==> src/rtl/cla_multiword_sequencer_if.sv <==
// cla_multiword_sequencer_if
//   Request/response bundle for the multi-word add/subtract sequencer.
//   Request:  in_valid/in_ready handshake carrying in_a, in_b, in_sub, in_cin.
//   Response: out_valid/out_ready handshake carrying out_sum, out_cout, out_ovf.
//   Status:   busy (job in flight or result waiting).
//   master = job source / result sink, slave = sequencer.
interface cla_multiword_sequencer_if #(
   parameter int unsigned WORDS = 4
);
   localparam int unsigned W = 16 * WORDS;

   logic          in_valid;
   logic          in_ready;
   logic [W-1:0]  in_a;
   logic [W-1:0]  in_b;
   logic          in_sub;
   logic          in_cin;
   logic          out_valid;
   logic          out_ready;
   logic [W-1:0]  out_sum;
   logic          out_cout;
   logic          out_ovf;
   logic          busy;

   modport master (
      output in_valid, in_a, in_b, in_sub, in_cin, out_ready,
      input  in_ready, out_valid, out_sum, out_cout, out_ovf, busy
   );

   modport slave (
      input  in_valid, in_a, in_b, in_sub, in_cin, out_ready,
      output in_ready, out_valid, out_sum, out_cout, out_ovf, busy
   );
endinterface

==> src/rtl/cla_multiword_sequencer.sv <==
// cla_multiword_sequencer
//   Multi-precision add/subtract built around a single 16-bit carry-lookahead
//   adder. Operands are shifted through the adder one 16-bit word per cycle,
//   least-significant word first, with the word carry registered between words.
//   Ports:
//     clk  - rising-edge clock
//     rst  - synchronous active-high reset
//     bus  - slave side of cla_multiword_sequencer_if (job in, result out, busy)
//   Contains carry_lookahead_adder_16bit, the shared 16-bit adder.

// 16-bit adder: four 4-bit groups, group carries resolved by lookahead.
module carry_lookahead_adder_16bit (
   input  logic [15:0] i_a,
   input  logic [15:0] i_b,
   input  logic        i_cin,
   output logic [15:0] o_sum,
   output logic        o_cout
);
   logic [15:0] w_p;
   logic [15:0] w_g;
   logic [3:0]  w_gp;
   logic [3:0]  w_gg;
   logic [4:0]  w_gc;
   logic [15:0] w_c;

   assign w_p = i_a ^ i_b;
   assign w_g = i_a & i_b;

   // Group propagate/generate.
   always_comb begin
      w_gp = '0;
      w_gg = '0;
      for (int j = 0; j < 4; j++) begin
         w_gp[j] = &w_p[4*j +: 4];
         w_gg[j] = w_g[4*j+3]
                 | (w_p[4*j+3] & w_g[4*j+2])
                 | (w_p[4*j+3] & w_p[4*j+2] & w_g[4*j+1])
                 | (w_p[4*j+3] & w_p[4*j+2] & w_p[4*j+1] & w_g[4*j]);
      end
   end

   // Group carries, fully expanded so no group waits on its neighbour.
   assign w_gc[0] = i_cin;
   assign w_gc[1] = w_gg[0] | (w_gp[0] & i_cin);
   assign w_gc[2] = w_gg[1] | (w_gp[1] & w_gg[0]) | (w_gp[1] & w_gp[0] & i_cin);
   assign w_gc[3] = w_gg[2] | (w_gp[2] & w_gg[1]) | (w_gp[2] & w_gp[1] & w_gg[0])
                  | (w_gp[2] & w_gp[1] & w_gp[0] & i_cin);
   assign w_gc[4] = w_gg[3] | (w_gp[3] & w_gg[2]) | (w_gp[3] & w_gp[2] & w_gg[1])
                  | (w_gp[3] & w_gp[2] & w_gp[1] & w_gg[0])
                  | (w_gp[3] & w_gp[2] & w_gp[1] & w_gp[0] & i_cin);

   // Bit carries inside each group, seeded from that group's carry-in.
   always_comb begin
      logic c;
      w_c = '0;
      for (int j = 0; j < 4; j++) begin
         c          = w_gc[j];
         w_c[4*j]   = c;
         for (int i = 0; i < 3; i++) begin
            c              = w_g[4*j+i] | (w_p[4*j+i] & c);
            w_c[4*j+i+1]   = c;
         end
      end
   end

   assign o_sum  = w_p ^ w_c;
   assign o_cout = w_gc[4];
endmodule

module cla_multiword_sequencer #(
   parameter int unsigned WORDS = 4
) (
   input  logic                          clk,
   input  logic                          rst,
   cla_multiword_sequencer_if.slave      bus
);
   localparam int unsigned W  = 16 * WORDS;
   localparam int unsigned KW = $clog2(WORDS);

   typedef enum logic [1:0] {
      S_IDLE = 2'd0,
      S_RUN  = 2'd1,
      S_DONE = 2'd2
   } state_t;

   state_t        r_state;
   state_t        w_next;

   logic [W-1:0]  r_a;
   logic [W-1:0]  r_b;
   logic [W-1:0]  r_sum;
   logic          r_carry;
   logic          r_cout;
   logic          r_ovf;
   logic [KW-1:0] r_k;

   logic [15:0]   w_sum;
   logic          w_cout;
   logic          w_last;
   logic          w_in_ready;
   logic          w_out_valid;
   logic          w_busy;

   assign w_last = (r_k == KW'(WORDS - 1));

   // Shared adder: always fed from the bottom word of the operand shifters.
   carry_lookahead_adder_16bit u_cla (
      .i_a    (r_a[15:0]),
      .i_b    (r_b[15:0]),
      .i_cin  (r_carry),
      .o_sum  (w_sum),
      .o_cout (w_cout)
   );

   // State register.
   always_ff @(posedge clk) begin
      if (rst) r_state <= S_IDLE;
      else     r_state <= w_next;
   end

   // Next-state logic.
   always_comb begin
      w_next = r_state;
      case (r_state)
         S_IDLE:  if (bus.in_valid)  w_next = S_RUN;
         S_RUN:   if (w_last)        w_next = S_DONE;
         S_DONE:  if (bus.out_ready) w_next = S_IDLE;
         default:                    w_next = S_IDLE;
      endcase
   end

   // Handshake/status outputs decoded from the state register only.
   always_comb begin
      w_in_ready  = 1'b0;
      w_out_valid = 1'b0;
      w_busy      = 1'b1;
      case (r_state)
         S_IDLE: begin
            w_in_ready = 1'b1;
            w_busy     = 1'b0;
         end
         S_DONE:  w_out_valid = 1'b1;
         default: ;
      endcase
   end

   // Datapath: load on accept, shift one word per RUN cycle.
   always_ff @(posedge clk) begin
      if (rst) begin
         r_a     <= '0;
         r_b     <= '0;
         r_sum   <= '0;
         r_carry <= 1'b0;
         r_cout  <= 1'b0;
         r_ovf   <= 1'b0;
         r_k     <= '0;
      end else begin
         case (r_state)
            S_IDLE: begin
               if (bus.in_valid) begin
                  r_a     <= bus.in_a;
                  // Subtract is A + ~B + 1; the +1 rides in on the carry.
                  r_b     <= bus.in_sub ? ~bus.in_b : bus.in_b;
                  r_carry <= bus.in_sub ? 1'b1 : bus.in_cin;
                  r_k     <= '0;
               end
            end
            S_RUN: begin
               r_sum   <= {w_sum, r_sum[W-1:16]};
               r_carry <= w_cout;
               r_a     <= {16'h0000, r_a[W-1:16]};
               r_b     <= {16'h0000, r_b[W-1:16]};
               r_k     <= r_k + KW'(1);
               // Top word: capture final carry and signed overflow.
               if (w_last) begin
                  r_cout <= w_cout;
                  r_ovf  <= (r_a[15] == r_b[15]) && (w_sum[15] != r_a[15]);
               end
            end
            default: ;
         endcase
      end
   end

   assign bus.in_ready  = w_in_ready;
   assign bus.out_valid = w_out_valid;
   assign bus.busy      = w_busy;
   assign bus.out_sum   = r_sum;
   assign bus.out_cout  = r_cout;
   assign bus.out_ovf   = r_ovf;
endmodule

==> src/flat_wrapper.sv <==
// flat-port wrapper written by rule: the top's interface ports become plain ports
module cla_multiword_sequencer_flat 
#(
   parameter int unsigned WORDS = 4
)
  (clk, rst, bus_in_valid, bus_in_a, bus_in_b, bus_in_sub, bus_in_cin, bus_out_ready, bus_in_ready, bus_out_valid, bus_out_sum, bus_out_cout, bus_out_ovf, bus_busy);
  cla_multiword_sequencer_if #(.WORDS(WORDS)) bus_i ();
  input  logic clk;
  input  logic rst;
  input wire logic [$bits(bus_i.in_valid)-1:0] bus_in_valid;
  input wire logic [$bits(bus_i.in_a)-1:0] bus_in_a;
  input wire logic [$bits(bus_i.in_b)-1:0] bus_in_b;
  input wire logic [$bits(bus_i.in_sub)-1:0] bus_in_sub;
  input wire logic [$bits(bus_i.in_cin)-1:0] bus_in_cin;
  input wire logic [$bits(bus_i.out_ready)-1:0] bus_out_ready;
  output wire logic [$bits(bus_i.in_ready)-1:0] bus_in_ready;
  output wire logic [$bits(bus_i.out_valid)-1:0] bus_out_valid;
  output wire logic [$bits(bus_i.out_sum)-1:0] bus_out_sum;
  output wire logic [$bits(bus_i.out_cout)-1:0] bus_out_cout;
  output wire logic [$bits(bus_i.out_ovf)-1:0] bus_out_ovf;
  output wire logic [$bits(bus_i.busy)-1:0] bus_busy;
  assign bus_i.in_valid = bus_in_valid;
  assign bus_i.in_a = bus_in_a;
  assign bus_i.in_b = bus_in_b;
  assign bus_i.in_sub = bus_in_sub;
  assign bus_i.in_cin = bus_in_cin;
  assign bus_i.out_ready = bus_out_ready;
  assign bus_in_ready = bus_i.in_ready;
  assign bus_out_valid = bus_i.out_valid;
  assign bus_out_sum = bus_i.out_sum;
  assign bus_out_cout = bus_i.out_cout;
  assign bus_out_ovf = bus_i.out_ovf;
  assign bus_busy = bus_i.busy;
  cla_multiword_sequencer #(.WORDS(WORDS)) u_core (.clk(clk), .rst(rst), .bus(bus_i));
endmodule
==> config.mk <==
export PLATFORM = sky130hd
export DESIGN_NAME = cla_multiword_sequencer_flat
export DESIGN_NICKNAME = d
export VERILOG_FILES = /design/src/rtl/cla_multiword_sequencer_if.sv /design/src/rtl/cla_multiword_sequencer.sv /design/src/flat_wrapper.sv
export SDC_FILE = /design/constraint.sdc
export NUM_CORES = 1
export LEC_CHECK = 0
export CAP_MARGIN = 20
export CORE_MARGIN = 4
export CORE_UTILIZATION = 46
export DETAILED_ROUTE_END_ITERATION = 10
export PLACE_DENSITY_LB_ADDON = 0.25
export SKIP_CTS_REPAIR_TIMING = 1
export SYNTH_ARGS = -nofsm -noshare
export SYNTH_HDL_FRONTEND = slang
export SYNTH_SLANG_ARGS = --single-unit
==> constraint.sdc <==
create_clock -name clk -period 7.7 [get_ports clk]
set_clock_uncertainty 0.15 [all_clocks]
set_input_delay 0.77 -clock clk [delete_from_list [all_inputs] [get_ports clk]]
set_output_delay 0.77 -clock clk [all_outputs]
set_load 0.02 [all_outputs]
==> impl_metrics.csv <==
group,metric,value,unit
drt,firstDrtPassIters,8,
die,die_area,21900,um2
timing,slew_headroom,0.306,
power,pwr-share-seq,0.472,
synth,synth_area_per_cell,8.27,um2
drt,ant_nets,0,
clock_network,clkLatencyLatePin,0.43,ns
synth,ys_top_cells_by_area,"dfxtp_1 44%, nor2_1 9.8%, a21oi_1 6.5%, xor2_1 6.2%, a222oi_1 5.3%",
min_path,worst_hold_path.num_cells,2,
synth,yosysSeqAreaShare,0.441,
setup_path,cp_common_cell,"fa_1",
timing,period_needed,3.85,ns
synth,synth_edf_count,0,
drt,drcViolationCount,0,
clock_network,cts_made_buffers,17,
timing,worst_pin_slew,1.04,ns
timing,finalSetupTns,0,ns
layout,nNetsFinal,1390,
global_routing,overflow,0,
power,vdd_drop_max,0.000180,V
global_routing,grt_pass1_wl,37900,um
synth,synth_xor_area_frac,0.0669,
power,powerDensity,210,nW/um2
timing,hold-worst-slack,0.303,ns
layout,antenna_cells,0,
timing,hold_violations,0,
clock_network,cts-root-buf,"clkbuf_16",
die,start_util,0.475,
global_routing,track_usage,0.212,
setup_path,critPathMaxStageDelay,0.48,ns
synth,synthFlopType,"dfxtp_1",
outcome,outcome,"finished clean",
synth,synth_top_family_by_area,"simple AND/OR/NAND/NOR gates",
power,switchingPower,661,uW
clock_network,cts_tree,"done",
setup_path,end_kind,"flop",
setup_path,critPathArrivalTime,3.98,ns
timing,setup_ws,3.85,ns
layout,area_delta_synth_final,27.8,%
setup_path,critPathLaunchType,"flop",
timing,setup_viol,0,
drt,drtIter0Drc,784,
global_routing,grt_busiest_layer,"met2",
power,p_sw_frac,0.273,
clock_network,cts.sinks,199,
synth,synth_area,9030,um2
synth,synthSimpleGateAreaFrac,0.217,
layout,fin_util,0.607,
synth,netlist_instances,1092,
layout,nFillCells,1770,
clock_network,clk_pin_slew,0.07,ns
power,p_leak,4.48,nW
power,comb_power_share,0.175,
timing,slew_violations,0,
drt,viasPerCell,5.25,
drt,wirelength,23900,um
drt,num_vias,7858,
placement,pre_cts_slack,3.88,ns
global_routing,antenna_found_initial,0,
synth,synthMuxAreaShare,0,
synth,synth.net_count,1255,
global_routing,grt_max_degree,108,
clock_network,cts_max_level,4,
global_routing,grt_pass1_vias,7378,
setup_path,crit_buf_inv,0,
setup_path,worst-path-stages,12,
die,rows,50,
synth,synth_top_area_cell,"dfxtp_1",
placement,portBuffers,202,
timing,min_period_over_period,0.500,
synth,async_flop_share,0,
setup_path,reg2regPathDepth,12,
setup_path,cp.required,7.84,ns
synth,yosys_warnings,0,
setup_path,crit_slowest_cell,"fa_1",
synth,ys_seq_elements,199,
die,die_w,148,um
die,core,19000,um2
placement,place.gp.congestion,0.862,
power,pwr-share-clk,0.353,
flow_run,cap_violations,0,
die,die_y,148,um
timing,rsz0062_at_grt,"no",
synth,synth_top_area_frac,0.441,
setup_path,cp_max_fo,3,
layout,final_layout_size_suffix_gt1_frac,0.0468,
timing,achievable-frequency,260,MHz
placement,dp_hpwl,16000,um
power,p_int,1.76,mW
drt,drt-wirelength-per-cell,15.9,um
setup_path,path_class,"reg2reg",
clock_network,cts_max_path_buffers,2,
synth,synth_compound_area_frac,0.165,
power,p_total,2.42,mW
min_path,hp-class,"reg2reg",
setup_path,path_cells,"ha_1 > a21o_1 > a221o_1 > a22o_1 > or2_2 > fa_1 > fa_1 > fa_1 > xnor2_1 > nor3_1 > a21oi_1 > nor2_1",
global_routing,use_met1,0.287,
synth,ys_types,38,
die,ios,203,
setup_path,critical-path-top-delay-family,"adder cells",
global_routing,grtUsageMet3,0.0411,
synth,synth_fa_ha_area_frac,0.0501,
global_routing,globalRouteMet2Util,0.334,
-- layout make-up --
cell class | instances | area (um2) | area share
Sequential cell | 199 | 3990 | 0.345
Clock inverter | 10 | 97.6 | 0.00845
Tap cell | 260 | 325 | 0.0282
Inverter | 15 | 56.3 | 0.00487
Multi-Input combinational cell | 784 | 4530 | 0.392
Clock buffer | 20 | 467 | 0.0404
Timing Repair Buffer | 210 | 2090 | 0.181
-- worst min-delay path, cell delays in order (launching register included) --
cell	delay, ns
dfxtp_1	0.31
nand2_1	0.05
a21oi_1	0.05
-- registers in the layout (all words and copies together), names as in the netlist --
register,count
u_core.r_k,2
u_core.bus.out_sum,64
u_core.r_state,2
u_core.r_a,64
u_core.r_carry,1
u_core.bus.out_cout,1
u_core.bus.out_ovf,1
u_core.r_b,64
-- power groups by stage --
stage | clock network, mW | registers (mW) | logic (mW)
floorplan | 0 | 1.16 | 0.270
global placement | 0 | 1.16 | 0.418
detailed placement | 0 | 1.17 | 0.423
CTS | 0.874 | 1.14 | 0.425
global route | 0.918 | 1.15 | 0.474
finish | 0.856 | 1.14 | 0.424
-- final timing paths --
kind	start	to	slack [ns]
hold / removal	u_core.bus.out_sum[0]	u_core.bus.out_sum[0]	0.30
setup reg to reg	u_core.r_b[4]	u_core.bus.out_ovf	3.85
hold reg to reg	u_core.bus.out_sum[0]	u_core.bus.out_sum[0]	0.30
setup / recovery	u_core.r_b[4]	u_core.bus.out_ovf	3.85
-- logic make-up (layout without fill, tap and decap cells) --
family                     after synthesis  in the layout
AOI/OAI and AO/OA                      220            220
xor gates and xnor gates                69             69
adders and majority gates               29             29
buffers and inverters                  109            255
DFF                                    199            199
and+or+nand+nor                        466            466
-- synthesized netlist by cell type (2+ instances only) --
master and count:
and3_1 2, or2_2 2, o21ai_1 2, nor2_1 236, buf_2 21, nand2b_1 2
xnor2_1 5, a211oi_2 4, a21o_1 2, xor2_1 64, nand2_1 124, clkbuf_1 50
nor3_1 45, a31o_2 2, o21ai_0 2, a222oi_1 48, dfxtp_1 199, buf_1 6
ha_1 17, inv_1 14, a211oi_1 6, nor2b_1 49, buf_4 7, a22oi_1 33
fa_1 12, a21oi_1 117, buf_6 10
-- cell usage in the layout, fill, tap and decap left out, drive strengths merged, types with 33 or more instances in the layout --
cell / Yosys / routed
a21oi: 117 / 117
clkdlybuf4s50: 0 / 199
dfxtp: 199 / 199
nor2b: 49 / 49
a22oi: 33 / 33
a222oi: 48 / 48
xor2: 64 / 64
nor3: 45 / 45
nand2: 124 / 124
nor2: 236 / 236
-- routing by layer --
| layer | routed length (um) | part of all wire |
|---|---|---|
| met3 | 1320 | 0.055 |
| met5 | 0 | 0 |
| met2 | 11000 | 0.46 |
| met1 | 10800 | 0.45 |
| met4 | 722 | 0.030 |
-- through the flow --
stage                     instances  instance area (um2)
final                          1498                11600
after global routing           1498                11600
after CTS                      1497                11500
after detailed placement       1467                11000
after global placement         1467                11000
after floorplan                1092                 9030
(Power assumes the default switching activity.)
